==> src/rtl/dipswitch_debouncer.sv <==
// ---------------------------------------------------------------------------
// dipswitch_debouncer
//
// Purpose:
//   Takes the 64 raw board DIP-switch pins and turns them into eight clean
//   8-bit bank values for the DIP-switch bus driver. Each pin goes through a
//   two-flop synchroniser. Each 8-bit bank is then debounced as a unit.
//   A new bank value is accepted only after it has been seen unchanged for
//   DEBOUNCE_CYCLES consecutive synchronised samples. The block also reports
//   updates for the interrupt/status logic as a one-cycle pulse, a per-bank
//   mask and a sticky pending flag.
//
// Parameters:
//   DEBOUNCE_CYCLES : consecutive identical samples needed to accept a bank
//                     value (2 .. 2^20)
//   CNT_W           : debounce counter width, 2^CNT_W >= DEBOUNCE_CYCLES
//
// Ports:
//   clk          in   1  system clock, rising edge
//   reset        in   1  asynchronous active-low reset
//   raw_sw       in  64  unsynchronised switch pins, bank b = raw_sw[8b+7:8b]
//   chg_ack      in   1  single-cycle clear for chg_pending
//   dip_switch0
//   ..
//   dip_switch7  out  8  debounced stable bank values
//   chg_pulse    out  1  one-cycle strobe when any bank's stable value updates
//   chg_bank     out  8  banks updated at that edge, zero when chg_pulse is low
//   chg_pending  out  1  sticky update flag, cleared by chg_ack
//
// All outputs are driven directly from flops. There is no combinational
// path from any input to any output.
// ---------------------------------------------------------------------------
module dipswitch_debouncer #(
    parameter int DEBOUNCE_CYCLES = 20000,
    parameter int CNT_W           = 15
) (
    input  logic        clk,
    input  logic        reset,
    input  logic [63:0] raw_sw,
    input  logic        chg_ack,
    output logic [7:0]  dip_switch0,
    output logic [7:0]  dip_switch1,
    output logic [7:0]  dip_switch2,
    output logic [7:0]  dip_switch3,
    output logic [7:0]  dip_switch4,
    output logic [7:0]  dip_switch5,
    output logic [7:0]  dip_switch6,
    output logic [7:0]  dip_switch7,
    output logic        chg_pulse,
    output logic [7:0]  chg_bank,
    output logic        chg_pending
);

    localparam int NUM_BANKS = 8;

    // The counter value at which the window is complete. It reaches this
    // value on the N-th identical sample, counting the sample that loaded
    // the candidate as sample 1.
    localparam logic [CNT_W-1:0] CNT_LAST = CNT_W'(DEBOUNCE_CYCLES - 1);

    // Synchroniser stages. s2 is the first stage that is safe to use.
    logic [63:0] s1;
    logic [63:0] s2;

    // Per-bank debounce state. A packed 2-D layout lets one loop walk all
    // banks while each bank's logic stays fully independent.
    logic [NUM_BANKS-1:0][7:0]       s2_bank;
    logic [NUM_BANKS-1:0][7:0]       cand;
    logic [NUM_BANKS-1:0][7:0]       stable;
    logic [NUM_BANKS-1:0][CNT_W-1:0] cnt;

    // Per-bank decode of the current state.
    logic [NUM_BANKS-1:0] differs;
    logic [NUM_BANKS-1:0] settled;
    logic [NUM_BANKS-1:0] window_done;
    logic [NUM_BANKS-1:0] upd;

    assign s2_bank = s2;

    // Two-flop synchroniser on every raw pin. The pins are asynchronous to
    // clk, so nothing downstream may look at s1.
    always_ff @(posedge clk or negedge reset) begin
        if (!reset) begin
            s1 <= '0;
            s2 <= '0;
        end else begin
            s1 <= raw_sw;
            s2 <= s1;
        end
    end

    // Decode each bank's situation in the same priority order the bank
    // register uses. A bank updates only when the sample still matches the
    // candidate and the candidate differs from the stable value. The window
    // must also have run its full length. Any mismatch wins over a
    // completed window, so a bounce on the final cycle still restarts it.
    always_comb begin
        differs     = '0;
        settled     = '0;
        window_done = '0;
        upd         = '0;
        for (int b = 0; b < NUM_BANKS; b++) begin
            differs[b]     = (s2_bank[b] != cand[b]);
            settled[b]     = (cand[b] == stable[b]);
            window_done[b] = (cnt[b] == CNT_LAST);
            upd[b]         = !differs[b] && !settled[b] && window_done[b];
        end
    end

    // Candidate, counter and stable value per bank.
    // A new sample replaces the candidate and restarts the window. A
    // candidate equal to the stable value has nothing to confirm, so the
    // counter parks at zero. A completed window commits the candidate.
    // Otherwise the counter advances. The counter never wraps, because the
    // commit step returns it to zero first.
    always_ff @(posedge clk or negedge reset) begin
        if (!reset) begin
            cand   <= '0;
            cnt    <= '0;
            stable <= '0;
        end else begin
            for (int b = 0; b < NUM_BANKS; b++) begin
                if (differs[b]) begin
                    cand[b] <= s2_bank[b];
                    cnt[b]  <= '0;
                end else if (settled[b]) begin
                    cnt[b]  <= '0;
                end else if (window_done[b]) begin
                    stable[b] <= cand[b];
                    cnt[b]    <= '0;
                end else begin
                    cnt[b] <= cnt[b] + CNT_W'(1);
                end
            end
        end
    end

    // Change reporting. The pulse and mask are registered alongside the
    // stable value, so they appear on the same edge as the new data.
    // An update always wins over a simultaneous chg_ack. This ensures an
    // event arriving while software acknowledges the previous one is never
    // lost.
    always_ff @(posedge clk or negedge reset) begin
        if (!reset) begin
            chg_pulse   <= 1'b0;
            chg_bank    <= '0;
            chg_pending <= 1'b0;
        end else begin
            chg_pulse <= |upd;
            chg_bank  <= upd;
            if (|upd) begin
                chg_pending <= 1'b1;
            end else if (chg_ack) begin
                chg_pending <= 1'b0;
            end
        end
    end

    assign dip_switch0 = stable[0];
    assign dip_switch1 = stable[1];
    assign dip_switch2 = stable[2];
    assign dip_switch3 = stable[3];
    assign dip_switch4 = stable[4];
    assign dip_switch5 = stable[5];
    assign dip_switch6 = stable[6];
    assign dip_switch7 = stable[7];

endmodule

==> config.mk <==
export PLATFORM = sky130hd
export DESIGN_NAME = dipswitch_debouncer
export DESIGN_NICKNAME = d
export VERILOG_FILES = /design/src/rtl/dipswitch_debouncer.sv
export SDC_FILE = /design/constraint.sdc
export NUM_CORES = 1
export LEC_CHECK = 0
export ABC_AREA = 1
export BUFFER_PORTS_ARGS = -buffer_cell sky130_fd_sc_hd__buf_2
export CORE_MARGIN = 2
export CORE_UTILIZATION = 35
export CTS_BUF_LIST = sky130_fd_sc_hd__clkbuf_4 sky130_fd_sc_hd__clkbuf_8 sky130_fd_sc_hd__clkbuf_16
export DETAILED_ROUTE_END_ITERATION = 10
export SETUP_SLACK_MARGIN = 0.4
export SLEW_MARGIN = 20
export SYNTH_ARGS = -nofsm -noshare
export SYNTH_HDL_FRONTEND = slang
export SYNTH_SLANG_ARGS = --single-unit
==> constraint.sdc <==
create_clock -name clk -period 1.8 [get_ports clk]
set_clock_uncertainty 0.15 [all_clocks]
set_input_delay 0.36 -clock clk [delete_from_list [all_inputs] [get_ports clk]]
set_output_delay 0.36 -clock clk [all_outputs]
set_load 0.01 [all_outputs]
# After elaboration in Yosys (flattened, before gate mapping)
# Cells that the tools add are included.
# word_totals
elab_cells	145
output_inout_bits	74
regBits	386
inputBits	67
# op_classes
n_bitwise	16
eq_ne	24
n_reduce_logical	42
n_mux	26
addsub	8
# op_table
operator	count
$mux W15	24
$add A15 B1 Y15 const B	8
$eq A15 B15 Y1 const B	8
$eq A8 B8 Y1	8
$ne A8 B8 Y1	8
$reduce_and A3 Y1	8
$logic_and A1 B1 Y1	16
$logic_not A1 Y1	16
$not A1 Y1	16
$reduce_or A8 Y1	1
$mux W1	2
$reduce_bool A2 Y1	1

# Logic depth before layout (Yosys ltp)
# depth
depth_word	6
mapped_depth	11

# Worst setup path after synthesis
# Ideal clock, no wire load.
# synth_timing
kind	register -> register
start	reg cnt[105] in the netlist's numbering
end	reg stable (netlist bit dip_switch7[6])
stages_incl_launch_ff	10
arrival_ps	1483
slack_ps	50
period_less_slack_ps	1750
path_buffers	1
cell_sequence	dfrtp_1 -> ha_1 -> nand2_2 -> nor2_4 -> nand2_2 -> nor3_4 -> nand3_4 -> buf_6 -> nand2_2 -> o21ai_2
# synth_between
elab_chain_len	2
# synth_rtl
item	line	rtl
start, declared	70	logic [NUM_BANKS-1:0][CNT_W-1:0] cnt;
start signal, assigned by index	132	cnt[b] <= cnt[b] + CNT_W'(1);
$eq A15 B15 Y1	105	window_done[b] = (cnt[b] == CNT_LAST);
$reduce_and A3 Y1 (no line)	-	
end signal, assigned by index	129	stable[b] <= cand[b];
end, declared	69	logic [NUM_BANKS-1:0][7:0] stable;
# Every way passes these cells.
# A chain may end at the register's enable or synchronous reset.

# Worst setup path after layout
# layout_timing
start	reg cand[20] in the netlist's numbering
end	reg cnt[43] in the netlist's numbering
# layout_between
elab_chain_len	3
# layout_rtl
item	line	rtl
start, declared	68	logic [NUM_BANKS-1:0][7:0] cand;
start signal, assigned by index	124	cand[b] <= s2_bank[b];
$eq A8 B8 Y1	104	settled[b] = (cand[b] == stable[b]);
$mux W15	126	end else if (settled[b]) begin
$mux W15 (*)	123	if (differs[b]) begin
# Every way passes the cells marked *; elsewhere a longest branch is shown, timed or not.

==> metrics.md <==
| Metric | Value |
|---|---|
| Post-Layout Cell Count | around 2700 |
| Wirelength per Cell | 13.3 um |
| Psw | 4.17 mW |
| Logic pwr share | 4.2% |
| Number of synthesized flops with an enable pin | 0 |
| Synth warn | 0 |
| Drt initial violations | 592 |
| Syn Inst Count | 1691 |
| Number of setup violations in the final report | 2 |
| Slew headroom | 70.7% |
| Reported leakage power | 10.7 nW |
| Post-Syn Nets | 1766 |
| Initial antenna violation count | 0 |
| Cell taking the most area after synthesis | dfrtp_1 |
| Cell total after placement | 2417 |
| Minimum clock period | 1.82 ns |
| TritonCTS clock tree | built |
| Detailed placement HPWL | 22300 um |
| Top_reg_cell synth | dfrtp_1 |
| Largest net degree at the start of global routing | 79 |
| Via count | 12175 |
| Standard-cell rows | just under 80 |
| Total GRT Usage | 14.7% |
| FILL cells | 3865 |
| Endpoint class of the critical path | flop |
| Footprint of the multi-input gates | 0.00682 mm^2 |
| Worst setup SP type | flop |
| Congestion Overflow GR | 0 |
| Synth cell count leaders | nand2_1, dfrtp_1, nor2_1 |
| Max IR drop VDD | 0.825 mV |
| Sequential-to-total area share from yosys stat | 60.6% |
| Num ports | 141 |
| Final net count | 2160 |
| Die W | 217 um |
| Vias in the first global route | 11931 |
| Core ar. | 0.0452 mm^2 |
| H-tree depth | 2 |
| Power per cell area | 804 mW/mm^2 |
| Via/cell ratio | 4.48 |
| Worst Path Required | 2.12 ns |
| Clk buf depth | 3 |
| Final period utilization | 101% |
| Synth Area per Inst | 9.42 um^2 |
| Post-synthesis cell type count | 39 |
| Clock power share | 47.4% |
| Outcome | complete, but fails checks |
| DRC errors left | 0 |
| RSZ-0062 raised after global routing | yes |
| Worst-path clk slew | 0.06 ns |
| Hold Vio Cnt, Final | 0 |
| Measured slew at the worst slew-check pin | 0.436 ns |
| CP Class | reg2reg |
| Yosys top cell area share | 60.6% |
| Chip height | 217 um |
| Max Cap Viol | 0 |
| FFs w/ async S/R, synth | 100% |
| Max Fclk | about 0.55 GHz |
| Data arrival time of the critical path | roughly 2.1 ns |
| Synthesized flop and latch total | 386 |
| Final Max Tran Viols | 0 |
| Post-route ant nets | 0 |
| Synth-to-layout area growth | 46.5% |
| Most frequent cell after synthesis | nand2_1 |
| Reg area | 0.00968 mm^2 |
| Ratio of cells with drive above 1 in the final layout | 41.3% |
| Port Buf Inserts | 140 |
| Mapped Area | around 0.016 mm^2 |
| CTS sink cnt | 386 |
| Power share of the sequential group | between 40% and 50% |
| Worst hold path type | in2async |
| Post-Route WL | 36100 um |
| DIE AREA | 0.0472 mm^2 |
| Setup slack after layout | -0.0210 ns |
| Initial Util | 35.2% |
| Violations in the final reports | negative setup slack |
| First-pass GRT wire length | about 57000 um |
| CTS root buffer | clkbuf_16 |
| Largest cells by area after synthesis | dfrtp_1, nand2_1, nor2_1, inv_1, xnor2_1 |
| Total chip power | ~19 mW |
| DR pass1 iterations | 5 |
| Worst-path fanout max | 6 |
| Cts bufs inserted | 43 |
| N_diodes | 0 |
| Pint | 14.6 mW |
| Switch share | 22.2% |
| Clk Latency, worst-skew pair | 0.57 ns |
| Gpl congestion | 0.797 |
[registers in the layout, indices dropped and copies added (netlist names)]
register     count
cand            64
chg_bank         8
chg_pending      1
chg_pulse        1
cnt            120
dip_switch0      8
dip_switch1      8
dip_switch2      8
dip_switch3      8
dip_switch4      8
dip_switch5      8
dip_switch6      8
dip_switch7      8
s1              64
s2              64
[kinds of logic (layout without fill, tap and decap cells)]
group | after synthesis | count (layout) | share of synthesized area [%]
adders and majority gates | 8 | 8 | 0.629
and+or+nand+nor | 801 | 802 | 22.1
xor gates and xnor gates | 89 | 89 | 4.89
AOI/OAI and AO/OA | 130 | 130 | 4.95
DFF | 386 | 386 | 60.6
buffers and inverters | 277 | 704 | 6.78
[cell type report]
cell class	count	share of cell area (%)
repair buffers	422	16.1
clock buffers	57	5.33
flip-flops and latches	386	41.5
clock inverters	22	0.906
inverters	203	3.68
multi-input cells	1029	29.2
well taps	600	3.22
[worst paths after layout]
check	slack, ns	start	cells after the start	end
setup reg to reg	-0.02	cand[20]	9	cnt[43]
hold / removal	0.10	reset	2	cnt[92]
hold reg to reg	0.20	s1[27]	0	s2[27]
setup / recovery	-0.02	cand[20]	9	cnt[43]
min in group clk	0.20	s1[27]	0	s2[27]
max in group asynchronous	0.70	reset	3	cand[3]
[power by group through the flow]
stage | clock [mW] | sequential, mW | combinational (mW)
6_report | 8.89 | 9.06 | 0.797
4_1_cts | 9.16 | 9.06 | 0.769
2_1_floorplan | 0 | 9.17 | 0.308
3_3_place_gp | 0 | 9.20 | 0.625
3_5_place_dp | 0 | 9.21 | 0.632
5_1_grt | 9.53 | 9.09 | 0.908
[layer usage]
metal	vias up	wire, um	track usage (%)
li1	6006	-	-
met1	5900	15800	18.8
met2	199	17800	24.6
met3	70	1670	3.34
met4	0	818	4.66
met5	-	0	0
[placed cells by master, fill, tap and decap left out, drive strengths merged, types with 51 or more instances in the layout]
master,instances
buf,353
clkbuf,60
dfrtp,386
dlygate4sd3,66
inv,197
nand2,441
nor2,219
nor3,52
o21ai,75
xnor2,51
[repair_timing]
item	4_1_cts	5_1_grt
hold buffers	66	0
endpoints found under the hold margin	451	0
cloned	5	3
resized for setup	217	310
setup endpoints to repair	262	268
buffers inserted	80	69
pin swaps	78	130
[through the flow]
| stage | instance area (um^2) | worst slack [ns] | hold slack, ns | TNS, ns | utilization (%) |
|---|---|---|---|---|---|
| 6_report | 23300 | -0.0210 | 0.101 | -0.0290 | 51.6 |
| 5_1_grt | 23300 | -0.145 | 0.103 | -5.14 | 51.6 |
| 4_1_cts | 21600 | 0.0192 | 0.0727 | 0 | 47.8 |
| 3_5_place_dp | 18000 | -0.0317 | 0.0818 | -0.280 | 39.8 |
| 3_3_place_gp | 18000 | 0.00736 | 0.0825 | 0 | 39.8 |
| 2_1_floorplan | 16300 | 0.117 | -0.0856 | 0 | - |
[worst max-delay path, stage by stage, from the launching register on]
cell and delay [ns]:
dfrtp_1 0.43, xor2_1 0.17, nor2_1 0.13, nand2_1 0.11, nor2_4 0.14, buf_6 0.12, nand3_4 0.16, inv_4 0.13
o21ai_1 0.07, nor2_1 0.12
(Power assumes the default switching activity.)
